**src/rtl/decap_packet.sv**
```systemverilog
// Reassembles a 1034-bit DFX word from 19 Aurora link words.
// Words carry a router id and sequence number; mismatches resync or abort.
module decap_packet #(
   parameter int         DATA_WIDTH        = 1024,
   parameter int         ADDR_WIDTH        = 10,
   parameter int         NUMBER_PACKET     = 19,
   parameter int         AURORA_DATA_WIDTH = 64,
   parameter logic [1:0] MY_ROUTER_ID      = 2'b00
) (
   input  logic                                clk,
   input  logic                                rst_n,
   input  logic [AURORA_DATA_WIDTH-1:0]        data_out_port,
   input  logic                                data_out_valid,
   output logic                                in_ready,
   output logic [DATA_WIDTH+ADDR_WIDTH-1:0]    data_dfx_recv,
   output logic                                dfx_valid,
   input  logic                                dfx_ready,
   output logic                                seq_err,
   output logic [15:0]                         frames_rx
);

   localparam int DFX_W         = DATA_WIDTH + ADDR_WIDTH;
   localparam int HEADER_WIDTH  = 9;
   localparam int PAYLOAD_WIDTH = AURORA_DATA_WIDTH - HEADER_WIDTH;
   localparam logic [4:0] LAST_SEQ = 5'(NUMBER_PACKET - 1);

   typedef enum logic [1:0] {
      IDLE,
      COLLECT,
      DONE
   } state_t;

   state_t state;
   state_t state_nx;

   logic [PAYLOAD_WIDTH-1:0] payload;
   logic [1:0]               router_id;
   logic [4:0]               seq;
   logic                     unused_ttl;

   logic             accept;
   logic             seq_match;
   logic [4:0]       expected;
   logic [10:0]      slice_off;
   logic [DFX_W-1:0] frame_buf;
   logic [DFX_W-1:0] payload_wide;
   logic [DFX_W-1:0] slice_mask;
   logic [DFX_W-1:0] buf_written;

   assign payload    = data_out_port[AURORA_DATA_WIDTH-1:HEADER_WIDTH];
   assign router_id  = data_out_port[8:7];
   assign seq        = data_out_port[6:2];
   // ttl plays no part in reassembly
   assign unused_ttl = ^data_out_port[1:0];

   assign accept    = data_out_valid && in_ready
                      && (router_id == MY_ROUTER_ID);
   assign seq_match = (seq == expected);
   assign slice_off = 11'(seq) * 11'(PAYLOAD_WIDTH);

   // Place the payload at its slice; shifting past the top truncates word 18
   always_comb begin
      payload_wide = '0;
      slice_mask   = '0;
      payload_wide[PAYLOAD_WIDTH-1:0] = payload;
      slice_mask[PAYLOAD_WIDTH-1:0]   = '1;
      buf_written = (frame_buf & ~(slice_mask << slice_off))
                    | (payload_wide << slice_off);
   end

   // State register
   always_ff @(posedge clk or negedge rst_n) begin
      if (!rst_n) state <= IDLE;
      else        state <= state_nx;
   end

   // Next-state decode
   always_comb begin
      state_nx = state;
      unique case (state)
         IDLE: begin
            if (accept && seq == 5'd0) state_nx = COLLECT;
         end
         COLLECT: begin
            if (accept) begin
               if (seq_match) begin
                  if (seq == LAST_SEQ) state_nx = DONE;
               end else if (seq != 5'd0) begin
                  state_nx = IDLE;
               end
            end
         end
         DONE: begin
            if (dfx_ready) state_nx = IDLE;
         end
         default: state_nx = IDLE;
      endcase
   end

   // Handshake outputs follow the state directly
   always_comb begin
      in_ready  = (state != DONE);
      dfx_valid = (state == DONE);
   end

   // Reassembly buffer, sequence tracking, error pulse and frame count
   always_ff @(posedge clk or negedge rst_n) begin
      if (!rst_n) begin
         expected      <= '0;
         frame_buf     <= '0;
         data_dfx_recv <= '0;
         seq_err       <= 1'b0;
         frames_rx     <= '0;
      end else begin
         seq_err <= 1'b0;
         if (accept) begin
            unique case (state)
               IDLE: begin
                  if (seq == 5'd0) begin
                     frame_buf <= payload_wide;
                     expected  <= 5'd1;
                  end
               end
               COLLECT: begin
                  if (seq_match) begin
                     frame_buf <= buf_written;
                     if (seq == LAST_SEQ) begin
                        data_dfx_recv <= buf_written;
                        expected      <= 5'd0;
                     end else begin
                        expected <= expected + 5'd1;
                     end
                  end else begin
                     seq_err <= 1'b1;
                     if (seq == 5'd0) begin
                        frame_buf <= payload_wide;
                        expected  <= 5'd1;
                     end else begin
                        frame_buf <= '0;
                        expected  <= 5'd0;
                     end
                  end
               end
               default: ;
            endcase
         end
         if (state == DONE && dfx_ready)
            frames_rx <= frames_rx + 16'd1;
      end
   end

endmodule

```
**config.mk**
```make
export PLATFORM = sky130hd
export DESIGN_NAME = decap_packet
export DESIGN_NICKNAME = d
export VERILOG_FILES = /design/src/rtl/decap_packet.sv
export SDC_FILE = /design/constraint.sdc
export NUM_CORES = 2
export LEC_CHECK = 0
export CAP_MARGIN = 15
export CORE_AREA = 2 2 436 438
export CTS_CLUSTER_SIZE = 28
export DETAILED_ROUTE_END_ITERATION = 12
export DIE_AREA = 0 0 438 440
export MAX_ROUTING_LAYER = met4
export PLACE_DENSITY_LB_ADDON = 0.1
export SYNTH_ARGS = -nofsm -noshare
export SYNTH_HDL_FRONTEND = slang
export SYNTH_SLANG_ARGS = --single-unit
```
**constraint.sdc**
```tcl
create_clock -name clk -period 2.2 [get_ports clk]
set_input_delay 0.33 -clock clk [delete_from_list [all_inputs] [get_ports clk]]
set_output_delay 0.33 -clock clk [all_outputs]
set_load 0.01 [all_outputs]
```
# After elaboration in Yosys (flattened, before gate mapping)
# Index checks and enable logic that the tools add are counted.
[classes]
n_reduce_logical = 12
n_mul = 1
n_div = 0
n_bitwise = 3
n_addsub = 2
shift = 2
mux = 19
eq_ne = 11
n_lt_le_gt_ge = 0
[op_table]
columns = ["cell", "n"]
rows = [
  ["two-way mux 1034 bit", 2],
  ["case mux 1034 bit (2 select lines)", 1],
  ["bitwise AND 1034 bit", 1],
  ["NOT 1034 bit", 1],
  ["OR 1034 bit", 1],
  ["left shift 55 x 11 -> 1034 bit", 1],
  ["left shift 55 x 11 -> 1034 bit, first input constant", 1],
  ["two-way mux 55 bit", 1],
  ["adder 16 x 1 -> 16 bit, second input constant", 1],
  ["two-way mux 5 bit", 3],
  ["two-way mux 2 bit", 6],
  ["multiplier 5 x 6 -> 11 bit, second input constant", 1],
  ["case mux 5 bit (2 select lines)", 1],
  ["!= test 2 bit, second input constant", 4],
  ["!= test 3 bit, second input constant", 2],
  ["case mux 2 bit (3 select lines)", 1],
  ["adder 5 x 1 -> 5 bit, second input constant", 1],
  ["== test 5 bit", 1],
  ["== test 5 bit, second input constant", 1],
  ["zero test 5 bit", 1],
  ["AND reduction 5 bit", 1],
  ["nonzero test 5 bit", 1],
  ["logical AND 1 bit", 4],
  ["zero test 2 bit", 2],
  ["other kinds (7)", 10],
]
[word_totals]
mem_bits_ro = 0
reg_bits = 2092
elab_cells = 56
n_memories = 0
latch_bits = 0
ramBits = 0

# Longest topological paths before layout
[logic_depth]
depth_word = 7
ltp_mapped = 9

# Least setup slack after synthesis
# Ideal clock, no wire load.
[synth_timing]
path_kind = "input port to flip-flop"
startpoint = "input port data_out_port[4]"
endpoint = "register data_dfx_recv[885]"
slack_ps = -246
cell_stages = 7
setup_time_ps = 128
arrival_ps = 2318
required_time_ps = 2072
n_path_buf = 3
cell_sequence = "buf_4 -> or3b_4 -> nor3_1 -> buf_2 -> buf_2 -> mux2_2 -> mux2_1"
[synth_between]
elab_chain_len = 5
elab_cells_between_ends = 9
[synth_rtl]
columns = ["item", "line", "text"]
rows = [
  ["start, declared", "12", "input logic [AURORA_DATA_WIDTH-1:0] data_out_port,"],
  ["multiplier 5 x 6 -> 11 bit", "59", "assign slice_off = 11'(seq) * 11'(PAYLOAD_WIDTH);"],
  ["left shift 55 x 11 -> 1034 bit", "67", "buf_written = (frame_buf & ~(slice_mask << slice_off))"],
  ["NOT 1034 bit", "67", ""],
  ["bitwise AND 1034 bit", "67", ""],
  ["OR 1034 bit", "68", "| (payload_wide << slice_off);"],
  ["end signal, assigned", "128", "data_dfx_recv <= buf_written;"],
  ["end, declared", "15", "output logic [DATA_WIDTH+ADDR_WIDTH-1:0] data_dfx_recv,"],
]
# Several ways; a longest one is shown, not always the timed one.
# A chain may end at the register's enable or synchronous reset.

# Worst setup path in the final report
[layout_timing]
startpoint = "register state[1]"
endpoint = "register data_dfx_recv[536]"
[layout_between]
elab_chain_len = 4
elab_cells_between_ends = 5
[layout_rtl]
columns = ["item", "line", "text"]
rows = [
  ["start, declared", "33", "state_t state;"],
  ["start signal, assigned", "74", "else state <= state_nx;"],
  ["!= test 2 bit", "102", "in_ready = (state != DONE);"],
  ["logical AND 1 bit", "56", "assign accept = data_out_valid && in_ready"],
  ["logical AND 1 bit", "57", "&& (router_id == MY_ROUTER_ID);"],
  ["AND reduction 4 bit (no source line) *", "-", ""],
]
# Every way passes the cells marked *; elsewhere a longest branch is shown, timed or not.

==> flow_summary.toml <==
[floorplanning]
coreArea_sq_um = 188600
dieHeight_microns = 440
io-pin-count = 1121
dieArea_sq_um = 192700
start_util_pct = 46.68
die_w_microns = 438
row_count = 160

[clock_network]
clk_latency_ns = 0.88
cts.sinks = 2048
path_clk_slew_ns = 0.06
root_buffer = "clkbuf_16"
clockBufferDepth = 3
h-tree-depth = 4
tritoncts = "done"
cts-buffers-inserted = 213

[worst_setup_path]
critical_path.endpoint_type = "flop"
worstPathRequired_ns = 2.95
critPathMaxFanout = 5
reg2reg_from = "state[1]"
startpoint_type = "flop"
ff2ff_path_depth = 11
reg2reg_to = "data_dfx_recv[536]"
critPathArrivalTime_ns = 3.17
r2r_slack_ns = -0.22
path_class = "reg -> reg"

[outcome]
violations = "negative setup slack"
status = "finished, violations left"

[yosys]
netlist_area_sq_um = 88030
synth_ff_type = "dfrtp_1"
synth.most_common_cell = "dfrtp_1"
ys_seq_area_share_pct = 58.22
synth.ff_latch_count = 2048
synth_nets = 6153
synthTopCellsByCount = "2,048 x dfrtp_1, 1,765 x mux2_2, 935 x a22o_1, 382 x clkbuf_1, 235 x mux2_1"
synth_warnings = 0
synthDominantCellAreaShare_pct = 58.22
synthCells = 6083
syn_avg_cell_area_sq_um = 14.47
ys_async_sr_fraction_pct = 100.0
synth_area_leader_cell = "dfrtp_1"
synth_edf_count = 0
synth_cell_type_count = 56
synthTopCellsByArea = "dfrtp_1 58%, mux2_2 23%, a22o_1 9.3%, mux2_1 3.0%, clkbuf_1 1.6%"

[global_route]
gr-total-overflow = 0
antenna_found_initial = 10
grt_pass1_wl_microns = 455500
grt_max_degree = 102
grt.total_usage_pct = 33.50
grt_pass1_vias = 61190

[route]
drt-initial-drc-count = 4370
route.vias.total = 59900
drtPass1Iterations = 6
viasPerCell = 6.000
drt-total-wl_microns = 320800
wl_per_cell_microns = 32.13
drc = 0
detail-route-antenna-nets = 0

[cells_and_area]
final_layout_size_suffix_gt1_share_pct = 38.70
fin_cells = 9984
fillers = 14330
final_util_pct = 61.71
final_nets = 7367
area_growth_syn_to_layout_pct = 32.20

[sta]
setup_tns_ns = -104.05
fmax_mhz = 413.0
slew_violations = 0
fin_crit_sh_pct = 110.0
tightest_slew_ns = 1.035
slew_headroom_pct = 31.03
setup-violations-final = 1325
setup_ws_ns = -0.2211
rsz0062_at_grt = "yes"
clock_skew_ns = 0.04068
hold_viol_final = 0
fin_crit_ns = 2.421
whs_ns = 0.06162

[worst_hold_path]
hold_path_class = "in -> async"

[power_and_ir_drop]
power.density_nw_per_um2 = 668.6
p_leak_nw = 55.90
ir_worst_vdd_mv = 0.6320
p_total_mw = 77.80

[job]
cap_violations = 0

[placement]
gp_congestion = 0.8790
dp.cells = 9477
hpwl_microns = 210500
io_buffers = 1118
per-layer routing:
layer	track usage (%)	vias to the layer above	routed length, microns
li1	-	24840	-
met1	43.56	32170	133700
met2	50.03	2236	147500
met3	4.515	660	16850
met4	20.54	0	22820
met5	-	-	0
per-stage QoR:
step	worst slack [ns]	instance area (sq um)
2_1_floorplan	-0.04606	88540
3_3_place_gp	-0.8984	105400
3_5_place_dp	-0.8325	105400
4_1_cts	-0.1440	115100
5_1_grt	-0.2802	116400
6_report	-0.2211	116400
area by class of cell:
cell class | instances | area, sq um | share of cell area (%)
flip-flops and latches | 2048 | 51310 | 44.09
multi-input cells | 3325 | 35150 | 30.20
repair buffers | 1681 | 19530 | 16.78
clock buffers | 330 | 6382 | 5.484
well taps | 2511 | 3142 | 2.700
clock inverters | 53 | 740.7 | 0.6365
inverters | 28 | 105.1 | 0.09031
diodes | 8 | 20.02 | 0.01720
cell families (layout without fill, tap and decap cells):
kind of cell	Yosys count	in the layout	share of synthesized area (%)
DFF	2048	2048	58.22
and+or+nand+nor	196	196	1.268
AOI/OAI and AO/OA	1105	1105	10.77
xor gates and xnor gates	22	22	0.2274
buffers and inverters	710	2092	3.902
other	0	8	0
muxes	2000	2000	25.59
adders and majority gates	2	2	0.02842
report_power, final:
group          internal [mW]  switching, mW
sequential              37.7         0.0251
clock                   21.3           15.5
combinational          0.921           2.30
repair_timing:
action	CTS	global route
hold buffers	5	0
pin swaps	5	5
resized for setup	350	232
endpoints found under the hold margin	1654	0
gates cloned	33	29
endpoints found under the setup margin	1980	1970
setup buffers	48	24
placed cells by master (no fill, tap or decap), drive strengths merged, types with 3 or more instances in the layout:
cell type      instances
nand3                 12
nor2                  18
o21ai                 85
a22oi                 55
clkbuf               355
dfrtp               2048
nand2b                 6
nor2b                  3
o211ai                 3
nand4                 32
or2                    5
a21oi                  3
or3b                   4
xor2                   4
a311o                  3
and3                  11
nor3                  17
nand2                 76
o311ai                14
inv                   38
dlygate4sd2           49
bufinv                12
clkinvlp               5
clkinv                26
nor3b                  3
a22o                 935
clkdlybuf4s50       1044
mux2                2000
dlygate4sd3            5
diode                  8
buf                  557
xnor2                 18
worst max path at each step:
stage	from	endpoint	slack, ns	cells past startpoint
floorplan	data_out_port[5]	data_dfx_recv[873]	-0.05	9
global placement	data_out_port[5]	data_dfx_recv[313]	-0.90	9
detailed placement	data_out_port[6]	data_dfx_recv[365]	-0.83	8
CTS	state[1]	data_dfx_recv[209]	-0.14	11
global route	state[1]	data_dfx_recv[205]	-0.28	11
finish	state[1]	data_dfx_recv[536]	-0.22	11
worst max-delay path, cell delays in order (launching register included):
cell	delay, ns
dfrtp_2	0.45
nor2b_2	0.15
nand4_1	0.20
nor3_4	0.27
buf_6	0.15
buf_12	0.14
buf_16	0.14
buf_12	0.12
buf_12	0.12
buf_12	0.11
buf_8	0.11
mux2_4	0.30
sequential cells by signal, indices dropped and copies added, names as in the netlist:
| name | cells |
|---|---|
| seq_err | 1 |
| expected | 5 |
| frame_buf | 990 |
| state | 2 |
| data_dfx_recv | 1034 |
| frames_rx | 16 |
(Power assumes the default switching activity.)
